## src/rtl/bram_stream_reader_if.sv

```systemverilog
// Valid/ready output stream carrying words read out of block RAM.
// The master drives data/valid/last; the slave returns ready.
interface bram_stream_reader_if #(
  parameter int WORDSIZE = 16
);
  logic [WORDSIZE-1:0] out_data;
  logic                out_valid;
  logic                out_last;
  logic                out_ready;

  modport master (output out_data, output out_valid, output out_last, input out_ready);
  modport slave  (input out_data, input out_valid, input out_last, output out_ready);
endinterface

```

## src/rtl/bram_stream_reader.sv

```systemverilog
// Streams a contiguous block of RAM words onto a valid/ready stream, hiding the
// RAM's one-cycle read latency behind a 2-entry output FIFO with credit-based issue.
module bram_stream_reader #(
  parameter int ADDRSIZE = 13,
  parameter int WORDSIZE = 16
) (
  input  logic                clk,
  input  logic                rst_n,
  input  logic                start,
  input  logic [ADDRSIZE-1:0] base_addr,
  input  logic [ADDRSIZE:0]   length,
  input  logic                abort,
  output logic                busy,
  output logic                done,
  output logic [ADDRSIZE-1:0] bram_addr,
  output logic                bram_we,
  input  logic [WORDSIZE-1:0] bram_rdata,
  bram_stream_reader_if.master stream
);

  typedef enum logic [1:0] {IDLE, READ, DRAIN} state_t;

  state_t              state_q, state_d;
  logic [ADDRSIZE-1:0] rd_ptr;
  logic [ADDRSIZE:0]   issue_cnt;
  logic [ADDRSIZE:0]   beat_cnt;
  logic                in_flight;
  logic [WORDSIZE-1:0] fifo_mem [2];
  logic                wr_idx;
  logic                rd_idx;
  logic [1:0]          fifo_cnt;
  logic                done_q;

  logic fifo_valid;
  logic pop;
  logic issue;
  logic last_beat;
  logic start_go;
  logic start_zero;

  assign fifo_valid = (fifo_cnt != 2'd0);
  assign pop        = fifo_valid && stream.out_ready;
  assign last_beat  = pop && (beat_cnt == (ADDRSIZE+1)'(1));
  assign start_go   = (state_q == IDLE) && start && !abort && (length != '0);
  assign start_zero = (state_q == IDLE) && start && !abort && (length == '0);

  // Credit: words held plus the one in flight, less the one leaving, must leave room.
  assign issue = (state_q == READ) && (issue_cnt != '0) &&
                 (({1'b0, fifo_cnt} + {2'b00, in_flight}) < (3'd2 + {2'b00, pop}));

  // State register
  // NOTE: sequential state is updated with non-blocking assignments so every
  // flop samples pre-edge values regardless of process evaluation order.
  always_ff @(posedge clk or negedge rst_n) begin
    if (!rst_n) state_q <= IDLE;
    else        state_q <= state_d;
  end

  // Next-state logic
  // NOTE: state_d is defaulted before the case so no path leaves it unassigned,
  // which would otherwise infer a latch.
  always_comb begin
    state_d = state_q;
    if (abort) begin
      state_d = IDLE;
    end else begin
      unique case (state_q)
        IDLE:    if (start_go) state_d = READ;
        READ:    if (issue && (issue_cnt == (ADDRSIZE+1)'(1))) state_d = DRAIN;
        DRAIN:   if (last_beat) state_d = IDLE;
        default: state_d = IDLE;
      endcase
    end
  end

  // Output logic
  always_comb begin
    busy    = (state_q != IDLE);
    bram_we = 1'b0;
  end

  // Datapath: read pointer, counters, in-flight tracking and output FIFO.
  // NOTE: the two FIFO entries are reset because the head drives out_data,
  // which must read 0 out of reset; larger memories would normally not be.
  always_ff @(posedge clk or negedge rst_n) begin
    if (!rst_n) begin
      rd_ptr      <= '0;
      issue_cnt   <= '0;
      beat_cnt    <= '0;
      in_flight   <= 1'b0;
      fifo_mem[0] <= '0;
      fifo_mem[1] <= '0;
      wr_idx      <= 1'b0;
      rd_idx      <= 1'b0;
      fifo_cnt    <= 2'd0;
      done_q      <= 1'b0;
    end else if (abort) begin
      issue_cnt <= '0;
      beat_cnt  <= '0;
      in_flight <= 1'b0;
      wr_idx    <= 1'b0;
      rd_idx    <= 1'b0;
      fifo_cnt  <= 2'd0;
      done_q    <= 1'b0;
    end else begin
      done_q <= start_zero || ((state_q == DRAIN) && last_beat);

      if (start_go) begin
        rd_ptr    <= base_addr;
        issue_cnt <= length;
        beat_cnt  <= length;
      end else begin
        if (issue) begin
          rd_ptr    <= rd_ptr + ADDRSIZE'(1);
          issue_cnt <= issue_cnt - (ADDRSIZE+1)'(1);
        end
        if (pop) beat_cnt <= beat_cnt - (ADDRSIZE+1)'(1);
      end

      in_flight <= issue;

      // The RAM's registered data is valid exactly one cycle after issue.
      if (in_flight) begin
        fifo_mem[wr_idx] <= bram_rdata;
        wr_idx           <= ~wr_idx;
      end
      if (pop) rd_idx <= ~rd_idx;

      unique case ({in_flight, pop})
        2'b10:   fifo_cnt <= fifo_cnt + 2'd1;
        2'b01:   fifo_cnt <= fifo_cnt - 2'd1;
        default: fifo_cnt <= fifo_cnt;
      endcase
    end
  end

  assign bram_addr        = rd_ptr;
  assign done             = done_q;
  assign stream.out_data  = fifo_mem[rd_idx];
  assign stream.out_valid = fifo_valid;
  assign stream.out_last  = fifo_valid && (beat_cnt == (ADDRSIZE+1)'(1));

endmodule

```

## src/flat_wrapper.sv

```systemverilog
// flat-port wrapper written by rule: the top's interface ports become plain ports
module bram_stream_reader_flat 
#(
  parameter int ADDRSIZE = 13,
  parameter int WORDSIZE = 16
)
  (clk, rst_n, start, base_addr, length, abort, busy, done, bram_addr, bram_we, bram_rdata, stream_out_data, stream_out_valid, stream_out_last, stream_out_ready);
  bram_stream_reader_if #(.WORDSIZE(WORDSIZE)) stream_i ();
  input  logic clk;
  input  logic rst_n;
  input  logic start;
  input  logic [ADDRSIZE-1:0] base_addr;
  input  logic [ADDRSIZE:0] length;
  input  logic abort;
  output logic busy;
  output logic done;
  output logic [ADDRSIZE-1:0] bram_addr;
  output logic bram_we;
  input  logic [WORDSIZE-1:0] bram_rdata;
  output wire logic [$bits(stream_i.out_data)-1:0] stream_out_data;
  output wire logic [$bits(stream_i.out_valid)-1:0] stream_out_valid;
  output wire logic [$bits(stream_i.out_last)-1:0] stream_out_last;
  input wire logic [$bits(stream_i.out_ready)-1:0] stream_out_ready;
  assign stream_out_data = stream_i.out_data;
  assign stream_out_valid = stream_i.out_valid;
  assign stream_out_last = stream_i.out_last;
  assign stream_i.out_ready = stream_out_ready;
  bram_stream_reader #(.ADDRSIZE(ADDRSIZE), .WORDSIZE(WORDSIZE)) u_core (.clk(clk), .rst_n(rst_n), .start(start), .base_addr(base_addr), .length(length), .abort(abort), .busy(busy), .done(done), .bram_addr(bram_addr), .bram_we(bram_we), .bram_rdata(bram_rdata), .stream(stream_i));
endmodule
```

## config.mk

```make
export PLATFORM = sky130hd
export DESIGN_NAME = bram_stream_reader_flat
export DESIGN_NICKNAME = d
export VERILOG_FILES = /design/src/rtl/bram_stream_reader_if.sv /design/src/rtl/bram_stream_reader.sv /design/src/flat_wrapper.sv
export SDC_FILE = /design/constraint.sdc
export NUM_CORES = 1
export LEC_CHECK = 0
export BUFFER_PORTS_ARGS = -buffer_cell sky130_fd_sc_hd__buf_2
export CAP_MARGIN = 20
export CORE_ASPECT_RATIO = 0.5
export CORE_MARGIN = 1
export CORE_UTILIZATION = 44
export DETAILED_ROUTE_END_ITERATION = 6
export PLACE_DENSITY = 0.68
export RECOVER_POWER = 25
export SYNTH_ARGS = -nofsm -noshare
export SYNTH_HDL_FRONTEND = slang
export SYNTH_SLANG_ARGS = --single-unit
```

## constraint.sdc

```tcl
create_clock -name clk -period 2.4 [get_ports clk]
set_input_delay 0.48 -clock clk [delete_from_list [all_inputs] [get_ports clk]]
set_output_delay 0.48 -clock clk [all_outputs]
set_load 0.03 [all_outputs]
```

==> run_results.csv, run 1 <==
group,metric,value,unit
detailed_routing,wl_met1,4.80,mm
logic_synthesis,synth_commonest_cells,"81 x dfrtp_1, 48 x mux2_2, 30 x a21oi_1",
critical_path,critPathMaxFanout,5,
cts,clock-root-buffer,"clkbuf_16",
critical_path,worstPathRequired,2.67,ns
detailed_routing,routedWlPerCell,16.3,µm
sta,tightest_slew,1.16,ns
logic_synthesis,yosys.area_share.simple,17.4,%
placement,port_buffers,80,
global_route,grt_pass1_wl,17.0,mm
critical_path,cp_common_cell,"ha_1",
logic_synthesis,async_flop_share,100,%
sta,setup_viol,0,
placement,post-dp-hpwl,7.55,mm
critical_path,r2r_end,"u_core.bram_addr[10]$_DFFE_PN0P_",
logic_synthesis,synth_edf_count,0,
run_status,outcome,"complete, no violations",
floorplanning,die_area,0.0102,mm²
logic_synthesis,synthesis.area,0.00429,mm²
global_route,overflow,0,
finish,drive_above_1_share,37.7,%
logic_synthesis,ys_seq_elements,81,
floorplanning,fp.coreArea,0.00945,mm²
sta,whs,0.284,ns
floorplanning,row_count,25,
sta,fin_crit_sh,94.3,%
global_route,antenna_found_initial,0,
detailed_routing,wl_met2,4.96,mm
logic_synthesis,synth_top_area_cell,"dfrtp_1",
logic_synthesis,avgSynthCellArea,10.6,µm²
critical_path,max_stage_delay,0.50,ns
floorplanning,die_y,71.8,µm
logic_synthesis,synth_xor_area_share,4.69,%
floorplanning,ios,82,
sta,finalCriticalPeriod,2.26,ns
detailed_routing,drc,0,
finish,diodes,0,
floorplanning,die_width,142,µm
cts,clockBufferDepth,2,
detailed_routing,top_layer,"met4",
logic_synthesis,synth_nets,460,
logic_synthesis,synthDominantCellAreaShare,47.2,%
sta,max_freq,442,MHz
critical_path,r2r_slack,0.14,ns
detailed_routing,drt-initial-drc-count,209,
sta,finClkSkew,0.00511,ns
finish,final_area,0.00533,mm²
logic_synthesis,netlist_instances,404,
cts,cts_tree,"built",
critical_path,worstSetupEndpointType,"register",
cts,cts_buffers,9,
critical_path,crit_slowest_cell,"or3b_2",
power,cellLeakagePower,2.36,nW
logic_synthesis,yosysUniqueCellTypes,54,
critical_path,r2r_cells,7,
critical_path,critPathTopFamily,"simple AND/OR/NAND/NOR gates",
logic_synthesis,synth_mux_area_share,12.6,%
cts,cts_setup_buffers,0,
power,total_power,5.35,mW
critical_path,critPathKind,"reg -> reg",
critical_path,path_buf_inv,0,
critical_path,cp_cell_sequence,"ha_1 -> ha_1 -> or3b_2 -> nor2_2 -> nand3_2 -> or4b_1 -> nand4_1",
critical_path,worstPathArrival,2.53,ns
logic_synthesis,yosysSeqAreaShare,47.2,%
sta,hold_viol,0,
logic_synthesis,ys_warn_count,0,
global_route,grt_pass1_vias,3492,
power,powerDensity,1000,mW/mm²
sta,maxSlewViolCount,0,
cts,h-tree-depth,3,
finish,syn_to_final_growth,24.3,%
detailed_routing,drt_wl_total,10.5,mm
logic_synthesis,synth-compound-area-share,12.9,%
detailed_routing,route.met3.wl,606,µm
placement,place.gp.congestion,0.853,
sta,grt_setup_unrepaired,"no",
cts,clkSinkCount,81,
critical_path,start_kind,"register",
placement,placedCellCount,626,
power,vdd_ir_drop_max,0.000678,V
sta,max-slew-margin-rel,22.8,%
logic_synthesis,synth.area.top_cells,"dfrtp_1 47%, mux2_2 13%, a21oi_1 3.5%",
logic_synthesis,synth_ff_type,"dfrtp_1",
logic_synthesis,yosysMostFrequentCell,"dfrtp_1",
detailed_routing,first_pass_iters,4,
detailed_routing,ant_nets,0,
finish,finalNetCount,558,
global_route,grt_usage,21.8,%
detailed_routing,via_count,3586,
global_route,grt_max_degree,47,
critical_path,worstReg2RegStart,"u_core.fifo_cnt[0]$_DFFE_PN0P_",
logic_synthesis,synth_top_family_by_area,"simple AND/OR/NAND/NOR gates",
sta,finalSetupTns,0,ns
job,drv_cap,0,
cts,path_clk_slew,0.06,ns
cts,clock_latency,0.34,ns
detailed_routing,via_per_inst,5.59,
worst_hold_path,hp-class,"in -> async",
finish,finalNonFillerCells,642,
placement,dpl_cell_area,0.00501,mm²
cts,cts_hold_buf,0,
logic_synthesis,synthAdderAreaFrac,2.33,%
floorplanning,initial_core_util,45.4,%
==> final cells by class <==
type                            count  area (µm²)
Inverter                            7        26.3
Multi-Input combinational cell    295        2190
Tap cell                          135         169
Timing Repair Buffer              108         621
Clock buffer                       12         267
Fill cell                         849        4110
Sequential cell                    81        2030
Clock inverter                      4        33.8
==> flip-flops by register name, indices dropped and copies added, names as in the netlist, 2 cells and up <==
register,cells
u_core.fifo_cnt,2
u_core.state_q,2
u_core.issue_cnt,14
u_core.beat_cnt,14
u_core.bram_addr,13
u_core.fifo_mem,32
==> worst max-delay path by stage <==
stage / startpoint / to / cells after the start
finish: u_core.fifo_cnt[0]$_DFFE_PN0P_ / u_core.bram_addr[10]$_DFFE_PN0P_ / 7
global route: u_core.fifo_cnt[0]$_DFFE_PN0P_ / u_core.bram_addr[10]$_DFFE_PN0P_ / 7
CTS: u_core.fifo_cnt[0]$_DFFE_PN0P_ / u_core.bram_addr[10]$_DFFE_PN0P_ / 7
detailed placement: length[1] / u_core.bram_addr[6]$_DFFE_PN0P_ / 7
global placement: length[1] / u_core.bram_addr[8]$_DFFE_PN0P_ / 7
floorplan: u_core.fifo_cnt[0]$_DFFE_PN0P_ / u_core.issue_cnt[13]$_DFFE_PN0P_ / 8
==> metrics by stage <==
stage | utilization [%] | setup WS (ns)
final | 56.5 | 0.137
after global routing | 56.5 | 0.0104
after CTS | 56.3 | 0.0671
after detailed placement | 53.0 | -0.153
after global placement | 53.0 | -0.152
after floorplan | - | 0.0225
==> placed cells by master, fill, tap and decap left out, types with 4 or more instances in the layout <==
cell type	instances
nor2_1	19
nor4_1	8
nand4_1	13
buf_2	79
xnor2_1	15
o21ai_0	17
clkbuf_16	9
dfrtp_1	81
a31oi_1	6
and4_1	7
or3_1	4
mux2_2	48
o2bb2a_1	4
nand2_1	13
o22ai_1	6
a21oi_1	30
or4_1	6
inv_1	7
nor3_1	11
nand3_1	15
ha_1	8
buf_4	26
xor2_1	8
a211oi_1	6
==> power breakdown <==
| group | total, mW | switching (mW) | internal (mW) |
|---|---|---|---|
| combinational | 1.98 | 1.12 | 0.851 |
| clock | 1.36 | 0.564 | 0.793 |
| sequential | 2.02 | 0.287 | 1.73 |
==> routing by layer <==
layer  global-route usage [%]  vias to the layer above
met3                     5.88                       11
met4                     5.97                        0
li1                         -                     1718
met1                     28.5                     1773
met2                     36.2                       84
met5                        0                        -
==> timing repair <==
action	in CTS	in global routing
hold endpoints to repair	0	0
endpoints found under the setup margin	1	6
gates resized for setup	1	6
gates cloned	0	0
==> cells by family (layout without fill, tap and decap cells) <==
group,Yosys count,after routing
muxes,48,48
and+or+nand+nor,127,127
xor gates and xnor gates,23,23
adders and majority gates,8,8
other,1,1
buffers and inverters,28,131
AOI/OAI and AO/OA,88,88
DFF,81,81
(Power assumes the default switching activity.)
==> inputs of run 2 (changes only) <==
CELL_PAD_IN_SITES_DETAIL_PLACEMENT = 0   (was not set)
CELL_PAD_IN_SITES_GLOBAL_PLACEMENT = 1   (was not set)
CORE_UTILIZATION = 39   (was 44)
PLACE_DENSITY = not set   (was 0.68)
PLACE_DENSITY_LB_ADDON = 0.1   (was not set)
==> run 2 against run 1 <==
- critical path depth fell by 2
- first-iteration DRC count fell by 29%
- global-route usage fell by 0.46 points
- critical path type is now reg -> out
- utilization fell by 5.7 points
==> run_results.csv, run 2 (same netlist as run 1, synthesis figures left out) <==
group,metric,value,unit
finish,largest_reg_flops,32,
critical_path,r2r_end,"u_core.bram_addr[10]$_DFFE_PN0P_",
finish,drive_above_1_share,37.4,%
critical_path,critPathLaunch,"u_core.beat_cnt[7]$_DFFE_PN0P_",
critical_path,worstPathArrival,1.80,ns
finish,syn_to_final_growth,23.6,%
floorplanning,fp.coreArea,0.0104,mm²
cts,clkSinkCount,81,
cts,cts_hold_buf,0,
global_route,grt_pass1_vias,3628,
global_route,grt_usage,21.4,%
critical_path,critPathMaxFanout,3,
placement,place.gp.congestion,0.915,
sta,fin_ws,0.116,ns
finish,finalNetCount,557,
placement,post-dp-hpwl,8.40,mm
sta,setup_viol,0,
finish,final_util,50.8,%
global_route,antenna_found_initial,0,
sta,hold_viol,0,
critical_path,worstPathRequired,1.92,ns
global_route,grt_max_degree,46,
finish,regMostFlops,"u_core.fifo_mem",
power,cellLeakagePower,2.33,nW
critical_path,worstReg2RegStart,"u_core.fifo_cnt[0]$_DFFE_PN0P_",
cts,path_clk_slew,0.06,ns
finish,top_regs,"u_core.fifo_mem (32), u_core.beat_cnt (14), u_core.issue_cnt (14)",
cts,clock_latency,0.34,ns
floorplanning,initial_core_util,41.1,%
detailed_routing,drt-initial-drc-count,148,
floorplanning,die_y,76.2,µm
sta,finalCriticalPeriod,2.28,ns
sta,max_freq,438,MHz
critical_path,r2r_slack,0.12,ns
floorplanning,row_count,26,
detailed_routing,drc,0,
cts,cts_buffers,9,
power,total_power,5.36,mW
placement,port_buffers,80,
sta,tightest_slew,1.14,ns
detailed_routing,drt_wl_total,11.5,mm
critical_path,start_kind,"register",
run_status,outcome,"complete, no violations",
cts,h-tree-depth,3,
cts,cts_tree,"built",
finish,mostFrequentLayoutCell,"dfrtp_1",
job,drv_cap,0,
global_route,overflow,0,
global_route,grt_pass1_wl,19.0,mm
detailed_routing,routedWlPerCell,17.8,µm
placement,dp_slack,0.0406,ns
sta,maxSlewViolCount,0,
floorplanning,die_width,150,µm
detailed_routing,via_count,3608,
critical_path,r2r_cells,7,
cts,cts_setup_buffers,0,
power,powerDensity,1010,mW/mm²
floorplanning,ios,82,
placement,placedCellCount,630,
sta,max-slew-margin-rel,24.2,%
finish,diodes,0,
critical_path,critPathKind,"reg -> out",
detailed_routing,first_pass_iters,4,
detailed_routing,ant_nets,0,
worst_hold_path,hp-class,"in -> async",
finish,mostFrequentLayoutCells,"81 x dfrtp_1, 78 x buf_2, 48 x mux2_2",
sta,finClkSkew,0.00488,ns
cts,clockBufferDepth,2,
floorplanning,die_area,0.0115,mm²
sta,fin_crit_sh,95.2,%
critical_path,worstSetupEndpointType,"primary output",
finish,finalNonFillerCells,646,
detailed_routing,via_per_inst,5.59,
cts,clock-root-buffer,"clkbuf_16",
power,vdd_ir_drop_max,0.000593,V
[run 2: cell types whose count changed in the layout (fill, tap and decap cells not counted), sizes merged]
cell and delta:
buf -1, clkbuf -2, clkinv -2, clkinvlp +2, inv +2
[run 2: area by class of cell]
class / instances / area [µm²]
tap: 140 / 175
sequential: 81 / 2030
inverter: 7 / 26.3
fill: 969 / 5140
clock buffer: 10 / 239
multi-input combinational: 295 / 2180
clock inverter: 6 / 48.8
timing repair buffer: 107 / 603
[run 2: worst max path at each step]
stage | cells after the start | end | slack [ns]
finish | 5 | stream_out_last | 0.12
detailed placement | 8 | u_core.bram_addr[5]$_DFFE_PN0P_ | 0.04
global route | 5 | stream_out_last | -0.03
floorplan | 8 | u_core.issue_cnt[13]$_DFFE_PN0P_ | 0.02
global placement | 7 | u_core.bram_addr[10]$_DFFE_PN0P_ | 0.15
CTS | 4 | stream_out_last | 0.02
[run 2: metal layers]
layer	routed length, µm	global-route usage [%]	part of all wire (%)	vias to the layer above
met2	5350	33.2	46	90
li1	-	-	-	1712
met5	0	0	0	-
met3	739	6.47	6.4	8
met4	78	5.05	0.68	0
met1	5350	29.1	46	1798
[run 2: critical path: stages (launching register included)]
cell and delay [ns]:
dfrtp_1 0.41, nor4_2 0.27, buf_4 0.15, nand4b_1 0.19, nor3b_1 0.25, buf_4 0.19
[run 2: through the flow]
step	area (µm²)	hold slack (ns)	setup TNS [ns]
final	5300	0.269	0
after global routing	5300	0.352	-0.0332
after CTS	5290	0.115	0
after detailed placement	5000	0.482	0
after global placement	5000	0.474	0
after floorplan	4290	0.184	0
[run 2: repair_timing]
| item | 4_1_cts | 5_1_grt |
|---|---|---|
| pin swaps | 0 | 0 |
| resized for setup | 1 | 6 |
| setup endpoints to repair | 1 | 8 |
[run 2: power breakdown]
part	internal [mW]	switching (mW)
sequential	1.73	0.297
combinational	0.849	1.16
clock	0.740	0.584
